==> src/rtl/argon_bus_sequencer.sv <==
// argon_bus_sequencer
// Buffers 16-bit transfer descriptors in a small FIFO and issues them one at a
// time onto the shared master bus transfer-select lines. Each transfer waits for
// the bus source's valid strobe, bounded by a timeout that raises a sticky error.
//
// Ports:
//   i_Clk, i_Reset        clock (rising edge), synchronous active-high reset
//   i_desc/i_desc_valid   descriptor push {write_id, write_cmd, read_id, read_cmd}
//   o_desc_ready          FIFO not full
//   i_bus_valid           bus source produced data this cycle
//   o_write_id/command,
//   o_read_id/command     registered bus selects
//   o_busy                FSM not idle or FIFO non-empty
//   o_error, o_err_desc   sticky timeout flag and the descriptor that timed out
//   i_err_clear           leaves the error state
//   o_xfer_count          completed transfers (wraps)
module argon_bus_sequencer #(
  parameter int         DEPTH   = 4,
  parameter int         TIMEOUT = 8,
  parameter logic [3:0] IDLE_ID = 4'h0
) (
  input  logic        i_Clk,
  input  logic        i_Reset,
  input  logic [15:0] i_desc,
  input  logic        i_desc_valid,
  output logic        o_desc_ready,
  input  logic        i_bus_valid,
  output logic [3:0]  o_write_id,
  output logic [3:0]  o_write_command,
  output logic [3:0]  o_read_id,
  output logic [3:0]  o_read_command,
  output logic        o_busy,
  output logic        o_error,
  output logic [15:0] o_err_desc,
  input  logic        i_err_clear,
  output logic [15:0] o_xfer_count
);

  typedef enum logic [1:0] {
    S_IDLE,
    S_ISSUE,
    S_ERROR
  } state_t;

  localparam int PW = $clog2(DEPTH);
  localparam int CW = PW + 1;
  localparam int WW = (TIMEOUT > 1) ? $clog2(TIMEOUT) : 1;
  localparam logic [WW-1:0] WAIT_LAST = WW'(TIMEOUT - 1);
  localparam logic [15:0]   IDLE_DESC = {IDLE_ID, 4'h0, IDLE_ID, 4'h0};

  logic [15:0]   mem [DEPTH];
  logic [PW-1:0] wr_ptr;
  logic [PW-1:0] rd_ptr;
  logic [CW-1:0] count;

  state_t        state;
  logic [15:0]   bus_q;
  logic [WW-1:0] wait_cnt;

  logic full;
  logic empty;
  logic do_push;
  logic do_pop;
  logic complete;

  assign full  = (count == CW'(DEPTH));
  assign empty = (count == '0);

  // No full-bypass: a pop in the same cycle does not make room for a push.
  assign o_desc_ready = !full;
  assign do_push      = i_desc_valid && !full;

  // A descriptor whose write_id is the idle ID only issues a command, so it
  // retires after one ISSUE cycle without waiting for the bus source.
  assign complete = (state == S_ISSUE) && (i_bus_valid || (bus_q[15:12] == IDLE_ID));
  assign do_pop   = !empty && ((state == S_IDLE) || complete);

  assign o_busy = (state != S_IDLE) || !empty;

  assign o_write_id      = bus_q[15:12];
  assign o_write_command = bus_q[11:8];
  assign o_read_id       = bus_q[7:4];
  assign o_read_command  = bus_q[3:0];

  // NOTE: FIFO storage has no reset; only the pointers and count define which
  // entries are valid, so clearing the array would cost logic for nothing.
  always_ff @(posedge i_Clk) begin
    if (do_push) begin
      mem[wr_ptr] <= i_desc;
    end
  end

  // NOTE: all state here uses non-blocking assignments so every branch reads
  // the pre-edge values of count, state and bus_q.
  always_ff @(posedge i_Clk) begin
    if (i_Reset) begin
      wr_ptr       <= '0;
      rd_ptr       <= '0;
      count        <= '0;
      state        <= S_IDLE;
      bus_q        <= IDLE_DESC;
      wait_cnt     <= '0;
      o_error      <= 1'b0;
      o_err_desc   <= '0;
      o_xfer_count <= '0;
    end else begin
      if (do_push) wr_ptr <= wr_ptr + PW'(1);
      if (do_pop)  rd_ptr <= rd_ptr + PW'(1);
      count <= count + CW'(do_push) - CW'(do_pop);

      case (state)
        S_IDLE: begin
          if (!empty) begin
            bus_q    <= mem[rd_ptr];
            wait_cnt <= '0;
            state    <= S_ISSUE;
          end
        end

        S_ISSUE: begin
          // Completion is tested before the timeout, so valid wins the race.
          if (complete) begin
            o_xfer_count <= o_xfer_count + 16'd1;
            wait_cnt     <= '0;
            if (!empty) begin
              bus_q <= mem[rd_ptr];
            end else begin
              bus_q <= IDLE_DESC;
              state <= S_IDLE;
            end
          end else if (wait_cnt == WAIT_LAST) begin
            o_error    <= 1'b1;
            o_err_desc <= bus_q;
            bus_q      <= IDLE_DESC;
            state      <= S_ERROR;
          end else begin
            wait_cnt <= wait_cnt + WW'(1);
          end
        end

        S_ERROR: begin
          if (i_err_clear) begin
            o_error <= 1'b0;
            state   <= S_IDLE;
          end
        end

        default: begin
          bus_q <= IDLE_DESC;
          state <= S_IDLE;
        end
      endcase
    end
  end

endmodule

==> config.mk <==
export PLATFORM = sky130hd
export DESIGN_NAME = argon_bus_sequencer
export DESIGN_NICKNAME = d
export VERILOG_FILES = /design/src/rtl/argon_bus_sequencer.sv
export SDC_FILE = /design/constraint.sdc
export NUM_CORES = 1
export LEC_CHECK = 0
export CAP_MARGIN = 25
export CORE_ASPECT_RATIO = 1.5
export CORE_MARGIN = 3
export CORE_UTILIZATION = 49
export CTS_CLUSTER_SIZE = 14
export DETAILED_ROUTE_END_ITERATION = 7
export HOLD_SLACK_MARGIN = 0.06
export PLACE_DENSITY = 0.73
export SLEW_MARGIN = 20
export SYNTH_ARGS = -nofsm -noshare
export SYNTH_HDL_FRONTEND = slang
export SYNTH_SLANG_ARGS = --single-unit
export TNS_END_PERCENT = 30
==> constraint.sdc <==
create_clock -name i_Clk -period 3.6 [get_ports i_Clk]
set_clock_uncertainty 0.1 [all_clocks]
set_input_delay 0.54 -clock i_Clk [delete_from_list [all_inputs] [get_ports i_Clk]]
set_output_delay 0.54 -clock i_Clk [all_outputs]
set_load 0.01 [all_outputs]
# --- After elaboration in Yosys (flattened, before gate mapping) ---
# Memory sizes are Yosys's and may differ from the RTL's. A register that Yosys moved wholly into a read port is not among the register bits.
# Index checks and enable logic that the tools add are counted.
totals:
  ff_bits: 61
  ram_bits: 64
  input_bits: 21
  out_inout_bits: 51
  elab_cells: 72
  n_memories: 1
op_classes:
  add_sub_neg: 6
  n_eq_ne: 11
  muxes: 23
  n_bitwise: 2
  n_reduce_logical: 20
memory_table:
  columns: ["name", "depth", "word_bits", "read_ports", "rd_ports_with_merged_regs", "write_ports", "line_no", "rtl"]
  rows:
  - ["mem", 4, 16, 1, 1, 1, "51", "logic [15:0] mem [DEPTH];"]
op_table:
  columns: ["operator", "n"]
  rows:
  - ["$mux 16", 4]
  - ["$pmux 16 s3", 1]
  - ["$add 16x1->16 const B", 1]
  - ["$mux 2", 7]
  - ["$mux 3", 3]
  - ["$reduce_and 3->1", 3]
  - ["$reduce_and 4->1", 2]
  - ["$eq 3x3->1 const B", 2]
  - ["$ne 2x2->1 const B", 3]
  - ["$ne 3x3->1 const B", 2]
  - ["$pmux 2 s3", 1]
  - ["$pmux 3 s2", 1]
  - ["$reduce_bool 2->1", 3]
  - ["$mux 1", 5]
  - ["$add 2x1->2 const B", 2]
  - ["$logic_not 4->1", 1]
  - ["$add 3x1->3", 1]
  - ["$add 3x1->3 const B", 1]
  - ["$logic_and 1x1->1", 3]
  - ["$logic_not 3->1", 1]
  - ["$logic_or 1x1->1", 3]
  - ["$ne 3x2->1 const B", 1]
  - ["$sub 3x1->3", 1]
  - ["$eq 2x1->1 const B", 1]
  - ["7 further kinds", 9]

# --- Logic depth before layout (Yosys ltp) ---
logic_depth:
  ltp_word: 7
  mapped_depth: 12
  depth_no_buf: 11

# --- Worst setup path after synthesis ---
# No wires, ideal clock.
synth_timing:
  kind: "reg2reg"
  start: "register bus_q[12]"
  end: "register count[2]"
  setup_ns: 0.128
  arrival_time_ns: 2.765
  path_slack_ns: 0.607
  stages_incl_launch_ff: 13
  n_path_buf: 2
  period_less_slack_ns: 2.993
  path_cell_list: "dfxtp_1 > or4_1 > clkbuf_1 > a311oi_1 > clkbuf_1 > ha_1 > inv_1 > ha_1 > inv_1 > fa_1 > xor2_1 > xnor2_1 > nor2_1"
synth_between:
  elab_chain_cells: 6
synth_lines:
  columns: ["element", "line_no", "rtl"]
  rows:
  - ["start, declared", "57", "logic [15:0] bus_q;"]
  - ["start signal, assigned", "114", "bus_q <= mem[rd_ptr];"]
  - ["start signal, assigned", "126", "bus_q <= mem[rd_ptr];"]
  - ["$logic_not 4->1", "75", "assign complete = (state == S_ISSUE) && (i_bus_valid || (bus_q[15:12] == IDLE_ID));"]
  - ["$logic_or 1x1->1", "75", null]
  - ["$logic_and 1x1->1", "75", null]
  - ["$logic_or 1x1->1", "76", "assign do_pop = !empty && ((state == S_IDLE) || complete);"]
  - ["$logic_and 1x1->1", "76", null]
  - ["named net do_pop", "63", "logic do_pop;"]
  - ["$sub 3x1->3", "109", "count <= count + CW'(do_push) - CW'(do_pop);"]
  - ["end signal, assigned", "109", null]
  - ["end, declared", "54", "logic [CW-1:0] count;"]
# The timed path passes the listed nets, and every way through them passes these cells.
# A chain may end at the register's enable or synchronous reset.

# --- Worst setup path after layout ---
layout_timing:
  start: "register bus_q[12]"
  end: "register count[2]"
layout_between:
  elab_chain_cells: 6
layout_lines:
  columns: ["element", "line_no"]
  rows:
  - ["$logic_not 4->1", "75"]
  - ["$logic_or 1x1->1", "75"]
  - ["$logic_and 1x1->1", "75"]
  - ["$logic_or 1x1->1", "76"]
  - ["$logic_and 1x1->1", "76"]
  - ["$sub 3x1->3", "109"]
# No other way between the ends.

==> out/results.txt <==
first-pass GRT wire length - 15.64 mm
status - complete, no violations
Worst VDD drop - 0.4572 mV
Worst EP arrival - 3.03 ns
period utilisation layout - 0.7902
Max-slew headroom - 0.4044
CP Launch Type - flop
Cells after Synth - 399
worst path required time - 3.79 ns
worst setup path category - reg -> reg
Die Span Y - 128.9 um
RSZ-0062 raised after global routing - no
detailed-route DRC error count - 0
IO Port Bufs - 71
Clock Tree Buf Depth - 2
final-report hold violation count - 0
register area share after synthesis - 0.6452
IO Pins - 72
GP Congestion - 0.8371
yosys warns - 0
Mean Syn Cell Area - 12.36 um^2
Starting Density - 0.5063
Synth-to-Final Area Change - 28.43%
WL final - 9.814 mm
Hold Crit Class - reg -> reg
Mapped Area - 0.004933 mm^2
power per cell area - 733.1 mW/mm^2
CTS Root Cell - clkbuf_16
Worst-Skew Late Latency - 0.41 ns
htree depth - 4
maxcap violations - 0
Die ar. - 0.01133 mm^2
Post-DRT Antenna Nets - 0
core area - 0.009744 mm^2
final setup violation count - 0
Detailed Routing Iterations Pass 1 - 4
WL/cell - 16.41 um
#FFs+latches synth - 127
Slew Limit Fails - 0
CTS sink count - 127
initial antenna violation count - 0
Sum Neg Setup Slack - 0 ns
final net count - 501
vias - 3268
Max FO, Critical Path - 5
Num CTS Buffers - 17
# diodes - 0
DRT iter0 DRCs - 213
Die X - 87.93 um
CTS tree - yes
largest net degree at the start of global routing - 46
vias in the first global route - 3220
most frequent cells in the layout - 70 x clkdlybuf4s50_1, 64 x edfxtp_1, 63 x dfxtp_1
final core occ - 0.6502
mean number of vias per cell - 5.465
DP HPWL - 6.654 mm
Setup crit end kind - flop
CTS clk-pin slew, worst paths - 0.06 ns
commonest non-fill, non-tap cell in the layout - clkdlybuf4s50_1
post-CTS sizing - 0
Achievable Freq - 0.3515 GHz
unique cell type count in the Yosys netlist - 41
share of layout cells above drive strength 1 - 0.1180
total track usage - 0.1820
Post-CTS Setup Inserts - 0
CTS Hold Bufs - 0
Tmin final - 2.845 ns
syn_nets - 430
Rows - 44
Remaining Overflow, GRT - 0
leakage - 2.180 nW
Slew @ Worst Pin - 0.8840 ns
## final cells by class
type | instances | area, um^2
clock buffer | 17 | 425.4
inverter | 12 | 45.04
timing repair buffer | 75 | 735.7
clock inverter | 15 | 175.2
multi-input combinational | 237 | 1628
sequential | 127 | 3183
fill | 720 | 3408
tap | 115 | 143.9
## registers in the layout, summed over array words and instances (netlist names), named ones only
name          count
mem              64
bus_q            16
o_err_desc       16
o_xfer_count     16
count             3
wait_cnt          3
rd_ptr            2
state             2
wr_ptr            2
o_error           1
## final timing paths
kind | from | to | slack, ns | cells after the start
setup / recovery | bus_q[12] | count[2] | 0.76 | 10
hold / removal | o_err_desc[7] | o_err_desc[7] | 0.36 | 2
setup reg to reg | bus_q[12] | count[2] | 0.76 | 10
hold reg to reg | o_err_desc[7] | o_err_desc[7] | 0.36 | 2
## synth_stat cells
cell type / number / area share
nor4_2: 1 / 0.0025
a41o_1: 1 / 0.0020
a2111oi_0: 1 / 0.0018
dfxtp_1: 63 / 0.26
o21ai_0: 25 / 0.025
clkbuf_1: 16 / 0.012
and2_1: 2 / 0.0025
nor3_1: 4 / 0.0041
and3_1: 5 / 0.0063
inv_1: 12 / 0.0091
nand2b_1: 4 / 0.0051
a311oi_1: 1 / 0.0018
fa_1: 1 / 0.0041
o31ai_1: 3 / 0.0046
o221a_2: 1 / 0.0023
o22ai_1: 1 / 0.0013
nand2_1: 59 / 0.045
buf_2: 3 / 0.0030
xnor2_1: 3 / 0.0053
and4b_1: 1 / 0.0020
nor2b_1: 2 / 0.0025
nand4_1: 2 / 0.0025
nand3_1: 6 / 0.0061
mux4_2: 16 / 0.073
or4_1: 4 / 0.0061
nor4_1: 2 / 0.0025
o311a_1: 1 / 0.0020
buf_1: 4 / 0.0030
edfxtp_1: 64 / 0.39
and4_1: 3 / 0.0053
a211o_1: 1 / 0.0018
a21o_1: 1 / 0.0015
or3b_1: 1 / 0.0018
or3_1: 7 / 0.0089
nor2_1: 13 / 0.0099
a21oi_1: 45 / 0.046
xor2_1: 6 / 0.011
o32ai_1: 1 / 0.0018
mux2i_1: 1 / 0.0020
o211ai_1: 3 / 0.0046
ha_1: 9 / 0.023
## report_power, final
part | internal, mW | switching, mW | total, mW | leakage (nW)
Clock | 1.04 | 0.648 | 1.69 | 0.292
Sequential | 1.73 | 0.161 | 1.89 | 1.10
Combinational | 0.513 | 0.549 | 1.06 | 0.789
## critical path, stage by stage (launching register included)
cell and delay, ns:
dfxtp_1 0.35, or4_1 0.65, a311oi_2 0.37, ha_1 0.28, inv_1 0.06, ha_1 0.14
inv_1 0.05, fa_1 0.37, xor2_1 0.17, xnor2_1 0.13, nor2_1 0.05
## kinds of logic after synthesis
group / count (synthesis) / synth area share
flip-flops: 127 / 0.6452
multiplexers: 17 / 0.07507
AO/OA/AOI/OAI: 85 / 0.09638
XOR/XNOR: 9 / 0.01598
AND/OR/NAND/NOR: 116 / 0.1131
adder cells (fa/ha/maj): 10 / 0.02688
buffers and inverters: 35 / 0.02739
## metrics by stage
step / instances / instance area (um^2) / hold slack (ns) / power (mW) / setup WS [ns]
finish: 598 / 6336 / 0.3570 / 4.645 / 0.7554
floorplan: 399 / 4933 / 0.3582 / 2.560 / 0.6072
global placement: 566 / 5736 / 0.3479 / 2.946 / 0.5515
global route: 598 / 6336 / 0.3710 / 4.873 / 0.6204
detailed placement: 566 / 5736 / 0.3488 / 2.987 / 0.4705
CTS: 598 / 6336 / 0.3570 / 4.691 / 0.7474
## per-layer routing
layer | vias to the layer above | wire [um] | track usage
met4 | 0 | 127 | 0.07227
met1 | 1566 | 4035 | 0.2134
met2 | 81 | 5251 | 0.3104
li1 | 1610 | - | -
met5 | - | 0 | 0
met3 | 11 | 400 | 0.05317
Note: power is estimated with default switching activity, not from simulation.
